<file path="src/rtl/clk_rst_mgr.sv">
// Reset sequencer for the 40->100 MHz MMCM: pulses MMCM RST, waits for a stable lock, then releases sys_rst_o.
// Optional macro CLK_RST_MGR_RETRY_LIMIT_EN adds a FAIL state after MAX_RETRIES consecutive lock timeouts.
module clk_rst_mgr #(
    parameter int RST_CYCLES    = 16,
    parameter int LOCK_TIMEOUT  = 4000,
    parameter int STABLE_CYCLES = 256,
    parameter int MAX_RETRIES   = 4,
    parameter int CNT_W         = 8
) (
    input  logic             clk40m_i,
    input  logic             reset,
    input  logic             locked_i,
    input  logic             soft_rst_i,
    output logic             mmcm_rst_o,
    output logic             sys_rst_o,
    output logic             ready_o,
    output logic             fail_o,
    output logic [2:0]       retry_cnt_o,
    output logic [CNT_W-1:0] lock_lost_cnt_o,
    output logic [2:0]       state_o
);

    typedef enum logic [2:0] {
        S_RST_MMCM  = 3'd0,
        S_WAIT_LOCK = 3'd1,
        S_STABLE    = 3'd2,
        S_RUN       = 3'd3,
        S_FAIL      = 3'd4
    } state_t;

`ifdef CLK_RST_MGR_RETRY_LIMIT_EN
    localparam bit LIMIT_EN = 1'b1;
`else
    localparam bit LIMIT_EN = 1'b0;
`endif

    // One counter serves all timed states, so it must hold the largest terminal count.
    localparam int MAX_A = (LOCK_TIMEOUT > STABLE_CYCLES) ? LOCK_TIMEOUT : STABLE_CYCLES;
    localparam int MAX_C = (MAX_A > RST_CYCLES) ? MAX_A : RST_CYCLES;
    localparam int CW    = (MAX_C > 1) ? $clog2(MAX_C) : 1;

    localparam logic [CW-1:0] RST_LAST = CW'(RST_CYCLES - 1);
    localparam logic [CW-1:0] TO_LAST  = CW'(LOCK_TIMEOUT - 1);
    localparam logic [CW-1:0] ST_LAST  = CW'(STABLE_CYCLES - 1);

    state_t        state;
    state_t        state_nxt;
    logic [CW-1:0] cnt;
    logic [CW-1:0] cnt_nxt;
    logic [2:0]    retry_nxt;
    logic [2:0]    retry_inc;
    logic          retry_hit;
    logic          lost_inc;
    logic [1:0]    sync_q;
    logic          locked_s;

    // LOCKED comes from the MMCM's own domain; two flops before any decision uses it.
    always_ff @(posedge clk40m_i or posedge reset) begin
        if (reset) begin
            sync_q <= 2'b00;
        end else begin
            sync_q <= {sync_q[0], locked_i};
        end
    end

    assign locked_s  = sync_q[1];
    assign retry_inc = (retry_cnt_o == 3'd7) ? 3'd7 : retry_cnt_o + 3'd1;
    assign retry_hit = (int'(retry_cnt_o) + 1) >= MAX_RETRIES;
    assign state_o   = state;

    always_comb begin
        state_nxt = state;
        retry_nxt = retry_cnt_o;
        lost_inc  = 1'b0;
        if (soft_rst_i) begin
            state_nxt = S_RST_MMCM;
            retry_nxt = 3'd0;
        end else begin
            case (state)
                S_RST_MMCM: begin
                    if (cnt == RST_LAST) state_nxt = S_WAIT_LOCK;
                end
                S_WAIT_LOCK: begin
                    if (locked_s) begin
                        state_nxt = S_STABLE;
                    end else if (cnt == TO_LAST) begin
                        retry_nxt = retry_inc;
                        state_nxt = (LIMIT_EN && retry_hit) ? S_FAIL : S_RST_MMCM;
                    end
                end
                S_STABLE: begin
                    if (!locked_s) begin
                        state_nxt = S_WAIT_LOCK;
                    end else if (cnt == ST_LAST) begin
                        state_nxt = S_RUN;
                        retry_nxt = 3'd0;
                    end
                end
                S_RUN: begin
                    if (!locked_s) begin
                        state_nxt = S_RST_MMCM;
                        lost_inc  = 1'b1;
                    end
                end
                S_FAIL: begin
                    state_nxt = S_FAIL;
                end
                default: begin
                    state_nxt = S_RST_MMCM;
                end
            endcase
        end
    end

    always_comb begin
        cnt_nxt = cnt;
        if (soft_rst_i || (state_nxt != state)) begin
            cnt_nxt = '0;
        end else if (state == S_RST_MMCM || state == S_WAIT_LOCK || state == S_STABLE) begin
            cnt_nxt = cnt + 1'b1;
        end
    end

    // Outputs are decoded from the next state so they change on the same edge as state_o.
    always_ff @(posedge clk40m_i or posedge reset) begin
        if (reset) begin
            state           <= S_RST_MMCM;
            cnt             <= '0;
            retry_cnt_o     <= 3'd0;
            lock_lost_cnt_o <= '0;
            mmcm_rst_o      <= 1'b1;
            sys_rst_o       <= 1'b1;
            ready_o         <= 1'b0;
`ifdef CLK_RST_MGR_RETRY_LIMIT_EN
            fail_o          <= 1'b0;
`endif
        end else begin
            state       <= state_nxt;
            cnt         <= cnt_nxt;
            retry_cnt_o <= retry_nxt;
            if (lost_inc && (lock_lost_cnt_o != {CNT_W{1'b1}})) begin
                lock_lost_cnt_o <= lock_lost_cnt_o + 1'b1;
            end
            mmcm_rst_o <= (state_nxt == S_RST_MMCM) || (state_nxt == S_FAIL);
            sys_rst_o  <= (state_nxt != S_RUN);
            ready_o    <= (state_nxt == S_RUN);
`ifdef CLK_RST_MGR_RETRY_LIMIT_EN
            fail_o     <= (state_nxt == S_FAIL);
`endif
        end
    end

`ifndef CLK_RST_MGR_RETRY_LIMIT_EN
    assign fail_o = 1'b0;
`endif

endmodule

</file>
<file path="config.mk">
export PLATFORM = sky130hd
export DESIGN_NAME = clk_rst_mgr
export DESIGN_NICKNAME = d
export VERILOG_FILES = /design/src/rtl/clk_rst_mgr.sv
export SDC_FILE = /design/constraint.sdc
export NUM_CORES = 1
export LEC_CHECK = 0
export CAP_MARGIN = 20
export CORE_AREA = 2 2 73 54
export CTS_BUF_LIST = sky130_fd_sc_hd__clkbuf_8
export CTS_CLUSTER_DIAMETER = 80
export DETAILED_ROUTE_END_ITERATION = 12
export DIE_AREA = 0 0 75 56
export PLACE_DENSITY = 0.67
export SKIP_CTS_REPAIR_TIMING = 1
export SYNTH_ARGS = -nofsm -noshare
export SYNTH_HDL_FRONTEND = slang
export SYNTH_SLANG_ARGS = --single-unit
export TNS_END_PERCENT = 50
</file>
<file path="constraint.sdc">
create_clock -name clk40m_i -period 2.2 [get_ports clk40m_i]
set_input_delay 0.44 -clock clk40m_i [delete_from_list [all_inputs] [get_ports clk40m_i]]
set_output_delay 0.44 -clock clk40m_i [all_outputs]
set_load 0.02 [all_outputs]
</file>
* Word level (Yosys, flattened, before mapping)
Cells that the tools add are included.
Operators by class: add/subtract/negate cells 3, reductions and logical operators 10, eq/ne operators 17, mux-type cells 20
Operator list (count):
- $mux W3 | 13
- $mux W12 | 2
- $pmux W3 S5 | 1
- $add A12 B1 Y12 const B | 1
- $eq A12 B12 Y1 const B | 1
- $eq A12 B4 Y1 const B | 1
- $eq A12 B8 Y1 const B | 1
- $ne A3 B3 Y1 const B | 4
- $eq A3 B2 Y1 const B | 3
- $eq A3 B3 Y1 const B | 3
- $add A8 B1 Y8 const B | 1
- $ne A8 B8 Y1 const B | 1
- $logic_not A3 Y1 | 2
- $pmux W3 S2 | 1
- $reduce_and A5 Y1 | 1
- $logic_or A1 B1 Y1 | 4
- $add A3 B1 Y3 const B | 1
- $eq A3 B1 Y1 const B | 1
- $mux W1 | 3
- $ne A3 B2 Y1 const B | 1
- $ne A3 B3 Y1 | 1
- $reduce_bool A3 Y1 | 1
- $reduce_bool A2 Y1 | 1
- $logic_and A1 B1 Y1 | 1
Word-level totals: bits of input ports 4, output and inout bits 18, word-level logic and storage cells 58, flip-flop bits (word level) 31

* Depth between registers and ports, before layout
Gate-level depths: netlist of run 1.
depth in word-level cells 8, mapped depth 8, gate-level depth less buffers 6

* Worst setup path after synthesis of run 1
No wires, ideal clock.
kind register to register, start point register state[2], in the netlist state_o[2], end point register lock_lost_cnt_o[7], arrival time 1.788 ns, path slack 0.333 ns, cell stages (with the launch flop) 7, path buffers 1, clock period less this slack 1.867 ns, setup time 0.080 ns, data required time 2.120 ns, path through dfrtp_1 > clkbuf_1 > or3b_4 > a311oi_4 > nand4_4 > nor2_2 > xor2_1
On the way: longest elaborated chain between the ends 4
Ends and longest elaborated chain:
- start: declaration | line 46 | state_t state;
- start signal: assignment | line 138 | state <= state_nxt;
- $eq A3 B2 Y1 | line 79 | case (state)
- $mux W1 | line 79
- $mux W1 | line 75 | if (soft_rst_i) begin
- $logic_and A1 B1 Y1 | line 141 | if (lost_inc && (lock_lost_cnt_o != {CNT_W{1'b1}})) begin
- end signal: assignment | line 142 | lock_lost_cnt_o <= lock_lost_cnt_o + 1'b1;
- end: declaration | line 19 | output logic [CNT_W-1:0] lock_lost_cnt_o,
No other way between the ends. A chain may end at the register's enable or synchronous reset.

* Worst setup path after layout of run 1
start point register cnt[0], end point register retry_cnt_o[2]
On the way: longest elaborated chain between the ends 3, elaborated cells on any way between the ends 5, those cells by class 4 x eq/ne; 1 x reduce/logical
Ends and longest elaborated chain:
- start: declaration | line 48 | logic [CW-1:0] cnt;
- start signal: assignment | line 139 | cnt <= cnt_nxt;
- $eq A12 B8 Y1 or $eq A12 B12 Y1 (tied branches) | line 94, 86
- $ne A3 B3 Y1 (no line)
- $reduce_and A5 Y1 (no line) (*)
- end signal: assignment | line 140 | retry_cnt_o <= retry_nxt;
- end: declaration | line 18 | output logic [2:0] retry_cnt_o,
Mark *: on every way between the ends. The rest lies on a longest branch, timed or not.

==> reports/metrics.cfg, run 1 <==
[synthesis]
avgSynthCellArea_sq_um=10.6
synthCells=144
synth_top_flop_cell=sky130_fd_sc_hd__dfrtp_1
synth-seq-area-share_pct=50.9
net_count_after_synthesis=151
yosys.cell_types.count=39
synth-warning-count=0
synth-edff-count=0
netlist_area_sq_um=1530
async_reset_ff_share_pct=100
postSynthRegisterBits=31

[drt]
drc=0
routedWlPerCell_um=12.8
routed_via_density=5.07
drt_pre_antenna_iters=4
drt_iter0_drc=53
totalWireLength_um=2810
final_antenna_net_count=0
routed-via-count=1115

[die]
boundaryPins=22
start_util_pct=44.3
design.core.area_sq_um=3450
rows=18
chipHeight_um=56
die_area_sq_um=4200
die_w_um=75

[clocking]
ctsHtreeMaxLevel=2
clock-sinks=31
numCtsBuffers=5
clock-root-buffer=sky130_fd_sc_hd__clkbuf_8
path_clk_slew_ns=0.07
cts.path.max_buffers=2
tritoncts_clock_tree=built
clk_latency_ns=0.28

[timing]
finalCritPeriodShare_pct=89.0
timing.setup.tns_ns=0
setup_viol_count_final=0
final_period_demand_of_the_worst_path_ns=1.96
maxClockFrequency_mhz=510
slew_headroom_pct=63.9
timing.final.max_slew_violations=0
worst_slew_pin_slew_ns=0.536
hold_viol_final=0
grt_setup_unrepaired=no
final.hold.worst_slack_ns=0.348
fin_skew_ns=0.00684

[critical_path]
kind_of_start_point_of_the_critical_path=register
ff2ff_path_depth=5
critical_path.endpoint_type=register
critical_path.reg2reg.startpoint=cnt[0]
required_ns=2.38
criticalPathCategory=reg2reg
crit_arrival_ns=2.14
path_max_fanout=6
r2r_slack_ns=0.24
critical_register_to_register_path_endpoint=retry_cnt_o[2]

[hold_path]
min-delay-start=sync_q[0]
whs_path_depth=0
timing.hold.worst_endpoint=sync_q[1]
worst_hold_path_type=reg2reg

[global_routing]
antenna_violations_before_repair=0
grt_util_all_layers_pct=15.6
grt_overflow_total=0
grt_pass1_vias=1048
grt_pass1_wl_um=4950
grt_max_degree=32

[finish]
fillerInstances=309
layout.cell_area.non_filler_sq_um=1890
antennaDiodeCount=0
areaGrowthSynthToFinish_pct=23.8
finish.net_count=176
proportion_of_layout_cells_with_a_drive_suffix_above_1_pct=12.4

[power]
leakagePower_uw=0.000861
worst_ir_drop_vdd_mv=0.281
seq_power_share_pct=52.5
total_power_uw=1110
pwr_density_cell_nw_per_um2=589
clkPwrFrac_pct=43.4
power.switching_fraction_pct=21.3
power_frac_comb_pct=4.1
switchingPower_uw=238
internal_power_uw=876

[job]
drv.max_cap_violation_count=0

[status]
status=complete, no violations

[place]
post-dp-hpwl_um=2020
place_congestion=0.822
post_dp_cell_area_sq_um=1790
place.port_buffers=20

state kept, by name (all words and copies together), names as in the netlist:
name,flops
cnt,12
lock_lost_cnt_o,8
retry_cnt_o,3
state_o,3
sync_q,2
mmcm_rst_o,1
ready_o,1
sys_rst_o,1
cells in the final DEF, fill, tap and decap left out, drive strengths merged, types with 2 or more instances in the layout:
cell / netlist / layout
dfrtp: 29 / 29
clkdlybuf4s50: 0 / 20
nor2: 18 / 18
nand2: 13 / 13
xor2: 11 / 11
and3: 9 / 9
xnor2: 7 / 7
clkbuf: 3 / 7
inv: 5 / 6
nand4: 6 / 6
nand3: 5 / 5
buf: 3 / 4
a21oi: 4 / 4
nor4: 3 / 3
ha: 3 / 3
nand2b: 2 / 2
and4: 2 / 2
nor2b: 2 / 2
o32ai: 2 / 2
dfstp: 2 / 2
metrics by stage:
step                std cells  util [%]  worst slack, ns
CTS                       220      54.9            0.238
floorplan                 144         -            0.333
global placement          212      52.0           0.0450
detailed placement        212      52.0           0.0107
finish                    220      54.9            0.241
global route              220      54.9            0.106
cells in the mapped netlist, drive strengths merged (2+ instances only):
library cell  count  area, sq um
dfrtp            29          726
nor2             18         72.6
nand2            13         48.8
xor2             11         96.3
and3              9         56.3
xnor2             7         61.3
nand4             6         52.6
inv               5         18.8
nand3             5         25.0
a21oi             4         23.8
buf               3         17.5
clkbuf            3         12.5
ha                3         37.5
nor4              3         18.8
and4              2         17.5
dfstp             2         52.6
nand2b            2         12.5
nor2b             2         12.5
o32ai             2         17.5
how the worst max path moves through the flow:
stage | startpoint | endpoint | slack, ns | cells past startpoint
4_1_cts | cnt[0] | retry_cnt_o[2] | 0.24 | 5
3_5_place_dp | soft_rst_i | lock_lost_cnt_o[7] | 0.01 | 7
6_report | cnt[0] | retry_cnt_o[2] | 0.24 | 5
5_1_grt | cnt[0] | retry_cnt_o[2] | 0.11 | 5
2_1_floorplan | state_o[2] | lock_lost_cnt_o[7] | 0.33 | 6
3_3_place_gp | soft_rst_i | lock_lost_cnt_o[5] | 0.05 | 7
power groups by stage:
stage	registers [uW]	logic [uW]	clock network (uW)
after floorplan	594	30.2	0
after global placement	594	45.1	0
after detailed placement	595	46.7	0
after CTS	585	47.0	500
after global routing	586	52.9	530
final	585	45.7	483
kinds of logic after synthesis:
| group | after synthesis | synth area share [%] |
|---|---|---|
| adder cells (fa/ha/maj) | 3 | 2.46 |
| AO/OA/AOI/OAI | 12 | 7.29 |
| multiplexers | 2 | 1.39 |
| buffers and inverters | 11 | 3.19 |
| AND/OR/NAND/NOR | 66 | 24.2 |
| other | 1 | 0.245 |
| flip-flops | 31 | 50.9 |
| XOR/XNOR | 18 | 10.3 |
layer usage:
layer / part of all wire (%) / up-vias / global-route usage [%]
li1: - / 547 / -
met1: 50 / 532 / 22.3
met2: 43 / 31 / 21.8
met3: 4.9 / 5 / 4.35
met4: 2.2 / 0 / 6.89
met5: 0 / - / 0
critical path, cell delays in order (launching register included):
cell and delay [ns]:
sky130_fd_sc_hd__dfrtp_1 0.38, sky130_fd_sc_hd__ha_1 0.17, sky130_fd_sc_hd__and3_1 0.27, sky130_fd_sc_hd__and4_1 0.25, sky130_fd_sc_hd__or4b_4 0.51, sky130_fd_sc_hd__o32ai_1 0.28
final cells by class:
| type | count | area, sq um | area share [%] |
|---|---|---|---|
| Inverter | 5 | 18.8 | 0.993 |
| Clock inverter | 1 | 3.75 | 0.199 |
| Clock buffer | 7 | 96.3 | 5.10 |
| Tap cell | 50 | 62.6 | 3.31 |
| Multi-Input combinational cell | 102 | 701 | 37.1 |
| Timing Repair Buffer | 24 | 230 | 12.2 |
| Sequential cell | 31 | 778 | 41.2 |
Note: power is estimated with default switching activity, not from simulation.
==> run 2, diff against run 1 <==
--- a/config.mk
+++ b/config.mk
@@ -7,7 +7,7 @@
 export LEC_CHECK = 0
 export CAP_MARGIN = 20
 export CORE_AREA = 2 2 73 54
-export CTS_BUF_LIST = sky130_fd_sc_hd__clkbuf_8
+export CTS_BUF_LIST = sky130_fd_sc_hd__clkbuf_2
 export CTS_CLUSTER_DIAMETER = 80
 export DETAILED_ROUTE_END_ITERATION = 12
 export DIE_AREA = 0 0 75 56
==> reports/metrics.cfg, run 2 (synthesis gave the netlist of run 1 again) <==
[timing]
hold_viol_final=0  ; unchanged
maxClockFrequency_mhz=488  ; -4.4%
setup_viol_count_final=0  ; unchanged
finalCritPeriodShare_pct=93.1  ; +4.1 points
fin_skew_ns=0.0180  ; +0.0111 ns
timing.final.max_slew_violations=0  ; unchanged
timing.setup.tns_ns=0  ; unchanged
grt_setup_unrepaired=no
final_period_demand_of_the_worst_path_ns=2.05  ; +0.0893 ns
worst_slew_pin_slew_ns=0.547  ; +0.0105 ns
slew_headroom_pct=63.2  ; -0.71 points

[finish]
proportion_of_layout_cells_with_a_drive_suffix_above_1_pct=11.8  ; -0.59 points
areaGrowthSynthToFinish_pct=19.7
finish.utilization_pct=53.1  ; -1.8 points
fillerInstances=322  ; +4.2%
mostFrequentLayoutCells=sky130_fd_sc_hd__dfrtp_1 (29), sky130_fd_sc_hd__clkdlybuf4s50_1 (20), sky130_fd_sc_hd__nor2_1 (16)
number_of_flip_flops_under_the_largest_register_name=12  ; unchanged
largestRegisters=cnt x12, lock_lost_cnt_o x8
layout.cell_area.non_filler_sq_um=1830  ; -3.3%
finish.net_count=176  ; unchanged
antennaDiodeCount=0  ; unchanged
layout.cells.most_common=sky130_fd_sc_hd__dfrtp_1
max_flop_register=cnt

[drt]
drt_iter0_drc=24  ; -55%
drt_pre_antenna_iters=4  ; unchanged
drc=0  ; unchanged
dr_wl_met2_um=1250  ; +3.3%
detailroute.wirelength.met3_um=148  ; +8.0%
route.layer.met1.wl_um=1380  ; -1.9%
routedWlPerCell_um=12.9  ; +1.0%
routed-via-count=1100  ; -1.3%
maxUsedRoutingLayer=met4
totalWireLength_um=2840  ; +1.0%
final_antenna_net_count=0  ; unchanged
routed_via_density=5.00  ; -1.3%

[clocking]
clock-root-buffer=sky130_fd_sc_hd__clkbuf_2
numCtsBuffers=5  ; unchanged
clk_latency_ns=0.37  ; +0.09 ns
ctsHtreeMaxLevel=2  ; unchanged
path_clk_slew_ns=0.16  ; +0.09 ns
clock-sinks=31  ; unchanged
cts.path.max_buffers=2  ; unchanged
tritoncts_clock_tree=built

[power]
leakagePower_uw=0.000833  ; -3.2%
worst_ir_drop_vdd_mv=0.356  ; +27%
pwr_density_cell_nw_per_um2=489  ; -17%

[die]
die_w_um=75  ; unchanged
die_area_sq_um=4200  ; unchanged
boundaryPins=22  ; unchanged
start_util_pct=44.3  ; unchanged
chipHeight_um=56  ; unchanged
rows=18  ; unchanged
design.core.area_sq_um=3450  ; unchanged

[critical_path]
path_max_fanout=10  ; +4
critical_path_buf_inv_count=1  ; +1
max_stage_delay_ns=0.67  ; +0.16 ns
criticalPathCategory=reg2out
critical_path.slowest_cell=sky130_fd_sc_hd__clkdlybuf4s50_1
critical_path.endpoint_type=output pin
required_ns=1.76  ; -0.62 ns
kind_of_start_point_of_the_critical_path=register
cp_cell_sequence=clkdlybuf4s50_1
crit_family=buffers and inverters
r2r_slack_ns=0.24  ; about the same
crit_arrival_ns=1.61  ; -0.53 ns

[place]
place.port_buffers=20  ; unchanged
place_congestion=0.822  ; unchanged
post-dp-hpwl_um=2020  ; unchanged
post_dp_cell_area_sq_um=1790  ; unchanged

[job]
drv.max_cap_violation_count=0  ; unchanged

[global_routing]
grt_util_all_layers_pct=15.9  ; +0.30 points
grt_max_degree=32  ; unchanged
antenna_violations_before_repair=0  ; unchanged
grt_pass1_wl_um=5000  ; +0.97%
grt_pass1_vias=1061  ; +1.2%
grt_overflow_total=0  ; unchanged

[hold_path]
worst_hold_path_type=reg2reg

[status]
status=complete, no violations

==> run 2: cell types whose count changed in the layout (fill, tap and decap cells not counted), sizes merged <==
cell	change
clkinv	+2
clkbuf	-1
inv	-1
==> run 2: final cells by class <==
type / instances / area, sq um / area share (%)
clock buffer: 6 / 30.0 / 1.64
clock inverter: 2 / 7.51 / 0.411
inverter: 5 / 18.8 / 1.03
multi-input combinational: 102 / 701 / 38.3
sequential: 31 / 778 / 42.6
tap: 50 / 62.6 / 3.42
timing repair buffer: 24 / 230 / 12.6
==> run 2: per-stage QoR <==
step / hold slack [ns] / setup WS, ns / total power (uW) / cells
after detailed placement: 0.336 / 0.0107 / 642 / 212
after global routing: 0.395 / 0.0659 / 948 / 220
after floorplan: 0.331 / 0.333 / 624 / 144
after CTS: 0.368 / 0.132 / 910 / 220
after global placement: 0.337 / 0.0450 / 640 / 212
final: 0.367 / 0.152 / 894 / 220
==> run 2: power by group <==
| group | total, uW | switching [uW] | internal, uW |
|---|---|---|---|
| Combinational | 45.6 | 27.3 | 18.3 |
| Clock | 263 | 187 | 76.4 |
| Sequential | 585 | 7.21 | 577 |
==> run 2: worst paths after layout <==
path | startpoint | end | cells after the start
setup / recovery | state_o[1] | state_o[1] | 1
hold / removal | sync_q[0] | sync_q[1] | 0
setup reg to reg | cnt[0] | retry_cnt_o[2] | 5
hold reg to reg | sync_q[0] | sync_q[1] | 0
max in group asynchronous | reset | mmcm_rst_o | 3
min in group asynchronous | reset | cnt[2] | 3
==> run 2: metal layers <==
layer	track usage, %	vias to the layer above
li1	-	545
met1	21.8	521
met2	22.6	27
met3	4.35	7
met4	8.42	0
met5	0	-
==> run 3, diff against run 2 <==
==> constraint.sdc (replaced) <==
create_clock -name clk40m_i -period 2.2 [get_ports clk40m_i]
set_input_delay 0.33 -clock clk40m_i [delete_from_list [all_inputs] [get_ports clk40m_i]]
set_output_delay 0.33 -clock clk40m_i [all_outputs]
set_load 0.02 [all_outputs]
==> reports/metrics.cfg, run 3 (synthesis gave the netlist of run 1 again) <==
[status]
status=complete, no violations

[critical_path]
critical_path.reg2reg.startpoint=cnt[0]
critical_path.slowest_cell=sky130_fd_sc_hd__or4b_4
crit_arrival_ns=2.27  ; +0.66 ns
path_depth=5  ; +4
kind_of_start_point_of_the_critical_path=register
critical_path.endpoint_type=register
max_stage_delay_ns=0.51  ; -0.16 ns
critical_path_buf_inv_count=0  ; -1
r2r_slack_ns=0.20  ; -0.04 ns
criticalPathCategory=reg2reg
path_max_fanout=6  ; -4
critPathCapture=retry_cnt_o[2]
cp_cell_sequence=ha_1 -> and3_1 -> and4_1 -> or4b_4 -> o32ai_1
crit_family=simple AND/OR/NAND/NOR gates
required_ns=2.46  ; +0.70 ns
ff2ff_path_depth=5  ; unchanged
critical_register_to_register_path_endpoint=retry_cnt_o[2]
crit_startpoint=cnt[0]

[die]
start_util_pct=44.3  ; unchanged
chipHeight_um=56  ; unchanged
design.core.area_sq_um=3450  ; unchanged
die_area_sq_um=4200  ; unchanged
die_w_um=75  ; unchanged
rows=18  ; unchanged
boundaryPins=22  ; unchanged

[drt]
drt_pre_antenna_iters=5  ; +1
routed_via_density=5.01  ; +0.18%
drc=0  ; unchanged
routed-via-count=1097  ; -0.27%
final_antenna_net_count=0  ; unchanged
totalWireLength_um=2870  ; +0.99%
routedWlPerCell_um=13.1  ; +1.4%
drt_iter0_drc=84  ; +250%

[finish]
multiInputGateArea_sq_um=701  ; unchanged
post_layout_instance_count_excluding_filler_cells=219  ; -0.45%
number_of_flip_flops_under_the_largest_register_name=12  ; unchanged
largestRegisters=cnt x12, lock_lost_cnt_o x8
mostFrequentLayoutCells=sky130_fd_sc_hd__dfrtp_1 (29), sky130_fd_sc_hd__clkdlybuf4s50_1 (20), sky130_fd_sc_hd__nor2_1 (16)
fillerInstances=322  ; unchanged
register_area_sq_um=778  ; unchanged
areaGrowthSynthToFinish_pct=19.2
layout.cells.most_common=sky130_fd_sc_hd__dfrtp_1
proportion_of_layout_cells_with_a_drive_suffix_above_1_pct=11.2  ; -0.52 points
antennaDiodeCount=0  ; unchanged
max_flop_register=cnt
finish.net_count=175  ; -0.57%

[global_routing]
grt_pass1_wl_um=4960  ; -0.68%
grt_pass1_vias=1027  ; -3.2%
grt_util_all_layers_pct=15.6  ; -0.35 points
grt_max_degree=32  ; unchanged
grt_overflow_total=0  ; unchanged
antenna_violations_before_repair=0  ; unchanged

[clocking]
ctsHtreeMaxLevel=2  ; unchanged
cts.path.max_buffers=2  ; unchanged
tritoncts_clock_tree=built
clock-sinks=31  ; unchanged
clock-root-buffer=sky130_fd_sc_hd__clkbuf_2
path_clk_slew_ns=0.16  ; about the same
clk_latency_ns=0.37  ; about the same
numCtsBuffers=5  ; unchanged

[power]
internal_power_uw=672  ; about the same
worst_ir_drop_vdd_mv=0.300  ; -16%
total_power_uw=894  ; about the same
clkPwrFrac_pct=29.6  ; about the same
power.switching_fraction_pct=24.8  ; +0.041 points
switchingPower_uw=222  ; +0.18%
power_frac_comb_pct=5.0  ; about the same
pwr_density_cell_nw_per_um2=491  ; +0.43%
seq_power_share_pct=65.4  ; about the same
leakagePower_uw=0.000828  ; -0.66%

[timing]
hold_viol_final=0  ; unchanged
fin_skew_ns=0.0189  ; +0.000918 ns
timing.final.max_slew_violations=0  ; unchanged
timing.setup.tns_ns=0  ; unchanged
maxClockFrequency_mhz=499  ; +2.3%
final.hold.worst_slack_ns=0.310  ; -0.0570 ns
worst_slew_pin_slew_ns=0.557  ; +0.0104 ns
slew_headroom_pct=62.5  ; -0.70 points
finalCritPeriodShare_pct=91.0  ; -2.1 points
final_period_demand_of_the_worst_path_ns=2.00  ; -0.0453 ns
setup_viol_count_final=0  ; unchanged
grt_setup_unrepaired=no
setup_ws_ns=0.197  ; +0.0453 ns

[place]
dp.cells=211  ; -0.47%
post-dp-hpwl_um=2050  ; +1.4%
pre_cts_ws_ns=0.0509  ; +0.0401 ns
place.port_buffers=20  ; unchanged
place_congestion=0.834  ; +1.4%

[job]
drv.max_cap_violation_count=0  ; unchanged

[hold_path]
worst_hold_path_type=in2async

-- run 3: tightest hold or removal path, cell delays in order --
cell and delay (ns):
sky130_fd_sc_hd__clkdlybuf4s50_1 0.39, sky130_fd_sc_hd__inv_1 0.05, sky130_fd_sc_hd__buf_4 0.35
-- run 3: layout make-up --
class / count / area share [%]
clock buffers: 6 / 1.65
clock inverters: 2 / 0.412
inverters: 5 / 1.03
multi-input cells: 102 / 38.5
flip-flops and latches: 31 / 42.7
well taps: 50 / 3.44
repair buffers: 23 / 12.2
-- run 3: metrics by stage --
step | instance area [sq um] | util [%]
2_1_floorplan | 1530 | -
3_3_place_gp | 1780 | 51.7
3_5_place_dp | 1780 | 51.7
4_1_cts | 1820 | 52.8
5_1_grt | 1820 | 52.8
6_report | 1820 | 52.8
-- run 3: worst min path at each step --
stage                     startpoint         to  cells past startpoint
after floorplan            sync_q[0]  sync_q[1]                      0
after global placement     sync_q[0]  sync_q[1]                      0
after detailed placement   sync_q[0]  sync_q[1]                      0
final                          reset     cnt[9]                      3
after CTS                      reset     cnt[9]                      3
after global routing           reset     cnt[9]                      3
-- run 3: per-layer routing --
layer | global-route usage, % | wire, um | vias up
met5 | 0 | 0 | -
met4 | 6.89 | 57 | 0
met3 | 4.53 | 134 | 6
met2 | 20.6 | 1230 | 25
met1 | 23.2 | 1450 | 517
li1 | - | - | 549
-- run 3: power by group through the flow --
stage,Sequential [uW],Combinational [uW],Clock (uW)
final,585,44.9,264
after global routing,586,52.1,307
after CTS,585,46.4,274
after detailed placement,595,46.5,0
after global placement,594,45.3,0
after floorplan,594,30.2,0
